File: src/rtl/mem_arbiter.sv
// Two-port arbiter/sequencer for a single-port 256x8 synchronous memory, with lock and lock timeout.
// Optional round-robin tie-break via `define MEM_ARB_RR_EN (otherwise port 0 wins IDLE ties).
module mem_arbiter #(
  parameter int unsigned ADDR_W   = 8,
  parameter int unsigned DATA_W   = 8,
  parameter int unsigned LOCK_MAX = 16
) (
  input  logic              clk,
  input  logic              rst,
  input  logic              m0_req,
  input  logic              m0_lock,
  input  logic              m0_we,
  input  logic [ADDR_W-1:0] m0_addr,
  input  logic [DATA_W-1:0] m0_wdata,
  output logic              m0_gnt,
  output logic              m0_rvalid,
  output logic [DATA_W-1:0] m0_rdata,
  input  logic              m1_req,
  input  logic              m1_lock,
  input  logic              m1_we,
  input  logic [ADDR_W-1:0] m1_addr,
  input  logic [DATA_W-1:0] m1_wdata,
  output logic              m1_gnt,
  output logic              m1_rvalid,
  output logic [DATA_W-1:0] m1_rdata,
  output logic              mem_we,
  output logic [ADDR_W-1:0] mem_addr,
  output logic [DATA_W-1:0] mem_d_i,
  input  logic [DATA_W-1:0] mem_d_o
);

  localparam int unsigned CNT_W = $clog2(LOCK_MAX + 1);

  typedef enum logic [1:0] {
    IDLE  = 2'd0,
    LOCK0 = 2'd1,
    LOCK1 = 2'd2
  } state_t;

  state_t           state_q, state_d;
  logic [CNT_W-1:0] lock_cnt_q, lock_cnt_d;
  logic             starve_q, starve_d;
  logic             starve_port_q, starve_port_d;
  logic             rv0_q, rv1_q;
  logic             tie_pick;
  logic             starved_req;

`ifdef MEM_ARB_RR_EN
  logic rr_last_q, rr_last_d;

  always_comb begin
    rr_last_d = rr_last_q;
    if (m1_gnt)      rr_last_d = 1'b1;
    else if (m0_gnt) rr_last_d = 1'b0;
  end

  always_ff @(posedge clk or posedge rst) begin
    if (rst) rr_last_q <= 1'b1;
    else     rr_last_q <= rr_last_d;
  end
`endif

  // A pending starve overrides the normal tie-break so the released port is served first
  always_comb begin
`ifdef MEM_ARB_RR_EN
    tie_pick = ~rr_last_q;
`else
    tie_pick = 1'b0;
`endif
    if (starve_q) tie_pick = starve_port_q;
  end

  assign starved_req = starve_port_q ? m1_req : m0_req;

  always_comb begin
    m0_gnt = 1'b0;
    m1_gnt = 1'b0;
    if (!rst) begin
      case (state_q)
        LOCK0:   m0_gnt = m0_req;
        LOCK1:   m1_gnt = m1_req;
        default: begin
          if (m0_req && m1_req) begin
            m0_gnt = ~tie_pick;
            m1_gnt = tie_pick;
          end else begin
            m0_gnt = m0_req;
            m1_gnt = m1_req;
          end
        end
      endcase
    end
  end

  always_comb begin
    mem_we   = 1'b0;
    mem_addr = '0;
    mem_d_i  = '0;
    if (m0_gnt) begin
      mem_we   = m0_we;
      mem_addr = m0_addr;
      mem_d_i  = m0_wdata;
    end else if (m1_gnt) begin
      mem_we   = m1_we;
      mem_addr = m1_addr;
      mem_d_i  = m1_wdata;
    end
  end

  always_comb begin
    state_d       = state_q;
    lock_cnt_d    = lock_cnt_q;
    starve_d      = starve_q;
    starve_port_d = starve_port_q;
    if ((m0_gnt && !starve_port_q) || (m1_gnt && starve_port_q)) starve_d = 1'b0;
    case (state_q)
      LOCK0: begin
        if (!m0_lock) begin
          state_d    = IDLE;
          lock_cnt_d = '0;
        end else if (lock_cnt_q == CNT_W'(LOCK_MAX)) begin
          state_d       = IDLE;
          lock_cnt_d    = '0;
          starve_d      = 1'b1;
          starve_port_d = 1'b1;
        end else begin
          lock_cnt_d = lock_cnt_q + CNT_W'(1);
        end
      end
      LOCK1: begin
        if (!m1_lock) begin
          state_d    = IDLE;
          lock_cnt_d = '0;
        end else if (lock_cnt_q == CNT_W'(LOCK_MAX)) begin
          state_d       = IDLE;
          lock_cnt_d    = '0;
          starve_d      = 1'b1;
          starve_port_d = 1'b0;
        end else begin
          lock_cnt_d = lock_cnt_q + CNT_W'(1);
        end
      end
      default: begin
        lock_cnt_d = '0;
        if (starve_q && !starved_req) starve_d = 1'b0;
        if (m0_gnt && m0_lock) begin
          state_d    = LOCK0;
          lock_cnt_d = CNT_W'(1);
        end else if (m1_gnt && m1_lock) begin
          state_d    = LOCK1;
          lock_cnt_d = CNT_W'(1);
        end
      end
    endcase
  end

  always_ff @(posedge clk or posedge rst) begin
    if (rst) begin
      state_q       <= IDLE;
      lock_cnt_q    <= '0;
      starve_q      <= 1'b0;
      starve_port_q <= 1'b0;
      rv0_q         <= 1'b0;
      rv1_q         <= 1'b0;
    end else begin
      state_q       <= state_d;
      lock_cnt_q    <= lock_cnt_d;
      starve_q      <= starve_d;
      starve_port_q <= starve_port_d;
      rv0_q         <= m0_gnt & ~m0_we;
      rv1_q         <= m1_gnt & ~m1_we;
    end
  end

  assign m0_rvalid = rv0_q;
  assign m1_rvalid = rv1_q;
  assign m0_rdata  = mem_d_o;
  assign m1_rdata  = mem_d_o;

endmodule

File: config.mk
export PLATFORM = sky130hd
export DESIGN_NAME = mem_arbiter
export DESIGN_NICKNAME = d
export VERILOG_FILES = /design/src/rtl/mem_arbiter.sv
export SDC_FILE = /design/constraint.sdc
export NUM_CORES = 1
export LEC_CHECK = 0
export ABC_AREA = 1
export CORE_UTILIZATION = 36
export CTS_BUF_LIST = sky130_fd_sc_hd__clkbuf_8
export DETAILED_ROUTE_END_ITERATION = 8
export PLACE_DENSITY = 0.94
export SYNTH_ARGS = -nofsm -noshare
export SYNTH_HDL_FRONTEND = slang
export SYNTH_SLANG_ARGS = --single-unit
export TNS_END_PERCENT = 10
File: constraint.sdc
create_clock -name clk -period 2.05 [get_ports clk]
set_input_delay 0.3075 -clock clk [delete_from_list [all_inputs] [get_ports clk]]
set_output_delay 0.3075 -clock clk [all_outputs]
set_load 0.05 [all_outputs]
Word-level counts from Yosys, hierarchy flattened --
Cells that the tools add are included.
Word-level totals: bits in registers 11, output and inout bits 37, bits of input ports 48, logic and storage cells 68
Cells by class: reduce and logical (&&, ||, !) cells 12, multiplexer cells 37, bitwise operators 5, add/subtract/negate cells 1, equality and inequality tests 7
Operator list (number):
- $mux 8 | 4
- $mux 1 | 19
- $mux 5 | 3
- $mux 2 | 5
- $pmux 5 s2 | 1
- $ne 2x2->1 const B | 4
- $pmux 1 s2 | 4
- $logic_and 1x1->1 | 6
- $add 5x1->5 const B | 1
- $eq 5x5->1 const B | 1
- $reduce_and 5->1 | 1
- $pmux 2 s2 | 1
- $reduce_bool 4->1 | 1
- $not 1->1 | 3
- $and 1x1->1 | 2
- $eq 2x1->1 const B | 1
- $eq 2x2->1 const B | 1
- $logic_not 1->1 | 2
- $reduce_bool 2->1 | 1
- $logic_or 1x1->1 | 1

Logic depth before layout (Yosys ltp) --
word-level depth 11, gate-level depth with buffers 10, gate-level depth less buffers 10

Worst setup path after synthesis --
OpenSTA, ideal clock, no wires.
path kind flip-flop to output port, start reg state_q[0], end out mem_we, cell stages (with the launch flop) 10, data required time 1.742 ns, arrival 2.356 ns, setup slack -0.614 ns, buffers on the path 1, cell sequence dfrtp_1 -> inv_1 -> ha_1 -> buf_6 -> nor2_4 -> nor2_8 -> nand2_4 -> inv_1 -> nand2_1 -> a21oi_1
Between the ends: cells in the longest elaborated chain, start to end 5, elaborated cells between the ends (all ways) 8, classes of those cells 2 x eq/ne; 6 x mux
Ends and longest elaborated chain:
- start: declaration | line 40 | state_t state_q, state_d;
- start signal: assignment | line 166 | state_q <= state_d;
- $eq 2x2->1 or $eq 2x1->1 (tied branches) | line 79 | case (state_q)
- $pmux 1 s2 * | line 79
- $mux 1 * | line 78 | if (!rst) begin
- net m1_gnt | line 23 | output logic m1_gnt,
- $mux 1 * | line 103 | end else if (m1_gnt) begin
- $mux 1 * | line 99 | if (m0_gnt) begin
- end: declaration | line 26 | output logic mem_we,
The timed path passes the listed nets; every way through them passes the cells marked *.

Final worst setup path --
start reg state_q[1], end out mem_addr[1]
Between the ends: cells in the longest elaborated chain, start to end 5, elaborated cells between the ends (all ways) 8, classes of those cells 2 x eq/ne; 6 x mux
Ends and longest elaborated chain:
- $eq 2x2->1 or $eq 2x1->1 (tied branches) | line 79
- $pmux 1 s2 | line 79
- $mux 1 | line 78
- $mux 8 | line 103
- $mux 8 * | line 99
- end: declaration | line 27 | output logic [ADDR_W-1:0] mem_addr,
Mark *: on every way between the ends. The rest lies on a longest branch, timed or not.

==> impl_metrics.env <==
export IMPL_wirelength_um=4860
export IMPL_finalHoldViolCount=0
export IMPL_fin_cells=278
export IMPL_cts_hold_buf=0
export IMPL_die_area_um2=3510
export IMPL_areaGrowthSynthToFinish_pct=101
export IMPL_cellPowerDensity_nw_per_um2=1240
export IMPL_routed_via_count=1425
export IMPL_yosys_top_cells_area="dfrtp_1 23%, nand2_1 18%, buf_4 10%, o21ai_2 6.7%, inv_1 5.4%"
export IMPL_cp_arrival_ps=1950
export IMPL_antenna_cells=0
export IMPL_period_share=1.10
export IMPL_portBuffers=60
export IMPL_grt_ovfl_total=0
export IMPL_synth_cell_types=24
export IMPL_die_h_um=59.3
export IMPL_initial_core_util=0.384
export IMPL_cts_tree="done"
export IMPL_critical_path_required_ps=1740
export IMPL_irDropWorstVdd_mv=1.15
export IMPL_fin_total_pwr_w=0.00295
export IMPL_ios=85
export IMPL_rsz0062_at_grt="true"
export IMPL_dp_worst_setup_slack_ps=-70.1
export IMPL_cp_num_buf_inv=3
export IMPL_synth_top_cell_by_area="dfrtp_1"
export IMPL_num_fill_cells=196
export IMPL_maxCapViolations=0
export IMPL_maxSlewViolCount=0
export IMPL_cp_end_kind="primary output"
export IMPL_crit_path_top_delay_cell="dfrtp_1"
export IMPL_yosysWarnings=0
export IMPL_fin_crit_ps=2250
export IMPL_synth_cells=172
export IMPL_setup_ws_ps=-205
export IMPL_postSynthAreaPerCell_um2=6.87
export IMPL_viasPerCell=5.13
export IMPL_synth_top_area_share=0.233
export IMPL_worstSetupPathType="reg2out"
export IMPL_synth_area_um2=1180
export IMPL_hpwl_um=2810
export IMPL_postPlaceCellArea_um2=1980
export IMPL_core_um2=3080
export IMPL_wl_per_cell_um=17.5
export IMPL_cp_start_kind="flip-flop"
export IMPL_grt_pass1_vias=1292
export IMPL_power_leakage_nw=1.04
export IMPL_cp_top_family="buffers and inverters"
export IMPL_crit_top_cell="nand2_2"
export IMPL_cts_sinks=11
export IMPL_setup_viol=18
export IMPL_clk_latency_ps=240
export IMPL_tightest_slew_ps=527
export IMPL_die_w_um=59.3
export IMPL_root_buffer="clkbuf_8"
export IMPL_ys_ff_latch=11
export IMPL_drt_pass1_iter_count=4
export IMPL_critPathMaxStageDelay_ps=410
export IMPL_outcome="finished, violations left"
export IMPL_grt_use_total=0.234
export IMPL_ctsHtreeMaxLevel=1
export IMPL_grt_first_pass_wirelength_um=6020
export IMPL_drc=0
export IMPL_core_rowCount=20
export IMPL_ys_seq_area_frac=0.233
export IMPL_nets=288
export IMPL_dp_cells=266
export IMPL_synth_nets=225
export IMPL_grt_max_degree=19
export IMPL_critPathMaxFanout=7
export IMPL_finalCoreUtilization=0.771
export IMPL_fmax_ghz=0.443
export IMPL_path_clk_slew_ps=50
export IMPL_gp_congestion=0.878
export IMPL_stdcell_area_um2=2370
export IMPL_hold_class="in2async"
export IMPL_violations="setup timing"
export IMPL_drtIter0Drc=45
export IMPL_cts_buffers=3
export IMPL_skew_ps=0.765
export IMPL_cts_max_path_buffers=2
export IMPL_antenna_found_initial=0
export IMPL_final_layout_size_suffix_gt1_frac=0.346
export IMPL_max_slew_margin_rel=0.648
export IMPL_path_cells="ha_4 -> nand2_2 -> inv_2 -> nand2_2 -> nand2_4 -> clkbuf_16 -> nand2_2 -> o21ai_4 -> buf_12"
export IMPL_ant_nets=0
## cell usage after synthesis (all sizes together)
cell and number:
dfrtp 11, o21a 1, nand2 62, o211ai 1, nand3 10, xor2 2
clkinv 1, nand4 5, xnor2 1, ha 5, inv 18, a21oi 1
nor3 1, o21ai 21, nor2 12, buf 20
## sequential cells by signal (all words and copies together), names as in the netlist
signal	count
lock_cnt_q	5
state_q	2
m0_rvalid	1
m1_rvalid	1
starve_port_q	1
starve_q	1
## routing by layer
layer / vias up / share of wire / global-route usage
met5: - / 0 / 0
met4: 0 / 0.055 / 0.116
met3: 24 / 0.050 / 0.0480
met2: 70 / 0.56 / 0.421
met1: 676 / 0.33 / 0.260
li1: 655 / - / -
## worst register-to-register path, cell delays in order (launching register included)
cell and delay [ps]:
dfrtp_1 410, ha_4 340, buf_6 120, nor2_4 40
o21ai_0 200, nand2_1 130, nand2_1 90, nand2_1 50
nand2_1 60, nand2_1 60
## power breakdown
part | switching (W) | internal (W)
combinational | 0.00133 | 0.00110
sequential | 0.0000326 | 0.000258
clock | 0.0000851 | 0.000132
## kinds of logic after synthesis
family / count (synthesis) / share of synthesized area
compound gates: 24 / 0.135
xor+xnor: 3 / 0.0222
fa+ha+maj: 5 / 0.0530
buf+inv: 39 / 0.206
flops: 11 / 0.233
simple gates: 90 / 0.352
## per-stage QoR
stage / TNS (ps) / hold WS, ps
global route: -3680 / 518
detailed placement: -611 / 548
floorplan: -1620 / 176
finish: -2720 / 491
CTS: -2180 / 474
global placement: -27.9 / 527
## placed cells by master, fill, tap and decap left out
| cell | count |
|---|---|
| nand2_1 | 50 |
| clkdlybuf4s50_1 | 41 |
| buf_12 | 22 |
| o21ai_4 | 16 |
| inv_1 | 15 |
| dfrtp_1 | 11 |
| buf_4 | 10 |
| nand3_1 | 9 |
| nor2_1 | 7 |
| nand2_2 | 7 |
| o21ai_0 | 5 |
| nand4_1 | 5 |
| nand2_4 | 4 |
| nor2_4 | 3 |
| ha_1 | 3 |
| clkbuf_8 | 3 |
| buf_6 | 3 |
| inv_2 | 2 |
| xor2_1 | 2 |
| ha_4 | 2 |
| o211ai_1 | 1 |
| clkinv_1 | 1 |
| nand3_2 | 1 |
| nor2_8 | 1 |
| inv_6 | 1 |
| nand2_8 | 1 |
| clkinvlp_4 | 1 |
| nor3_1 | 1 |
| o21a_1 | 1 |
| xnor2_1 | 1 |
| nor2_2 | 1 |
| a21oi_4 | 1 |
| buf_16 | 1 |
| clkbuf_16 | 1 |
## worst paths after layout
kind / endpoint / startpoint / slack, ps / cells past startpoint
worst max-delay path: mem_addr[1] / state_q[1] / -200 / 9
worst min-delay path: starve_q / rst / 490 / 3
worst max register to register: starve_q / state_q[1] / 450 / 9
worst min register to register: lock_cnt_q[4] / lock_cnt_q[4] / 560 / 2
max in group asynchronous: state_q[0] / rst / 1410 / 3
min in group clk: lock_cnt_q[4] / lock_cnt_q[4] / 560 / 2
## area by class of cell
cell class,count,area [um^2],share of cell area
Clock inverter,1,3.75,0.00158
Inverter,19,80.1,0.0338
Multi-Input combinational cell,122,905,0.381
Sequential cell,11,275,0.116
Timing Repair Buffer,78,1010,0.427
Tap cell,44,55.1,0.0232
Clock buffer,3,41.3,0.0174
## timing repair
item | 4_1_cts | 5_1_grt
endpoints found under the setup margin | 19 | 19
cloned | 1 | 1
hold endpoints to repair | 0 | 0
setup buffers | 3 | 3
gates resized for setup | 21 | 31
pin swaps | 7 | 15
Note: power is estimated with default switching activity, not from simulation.
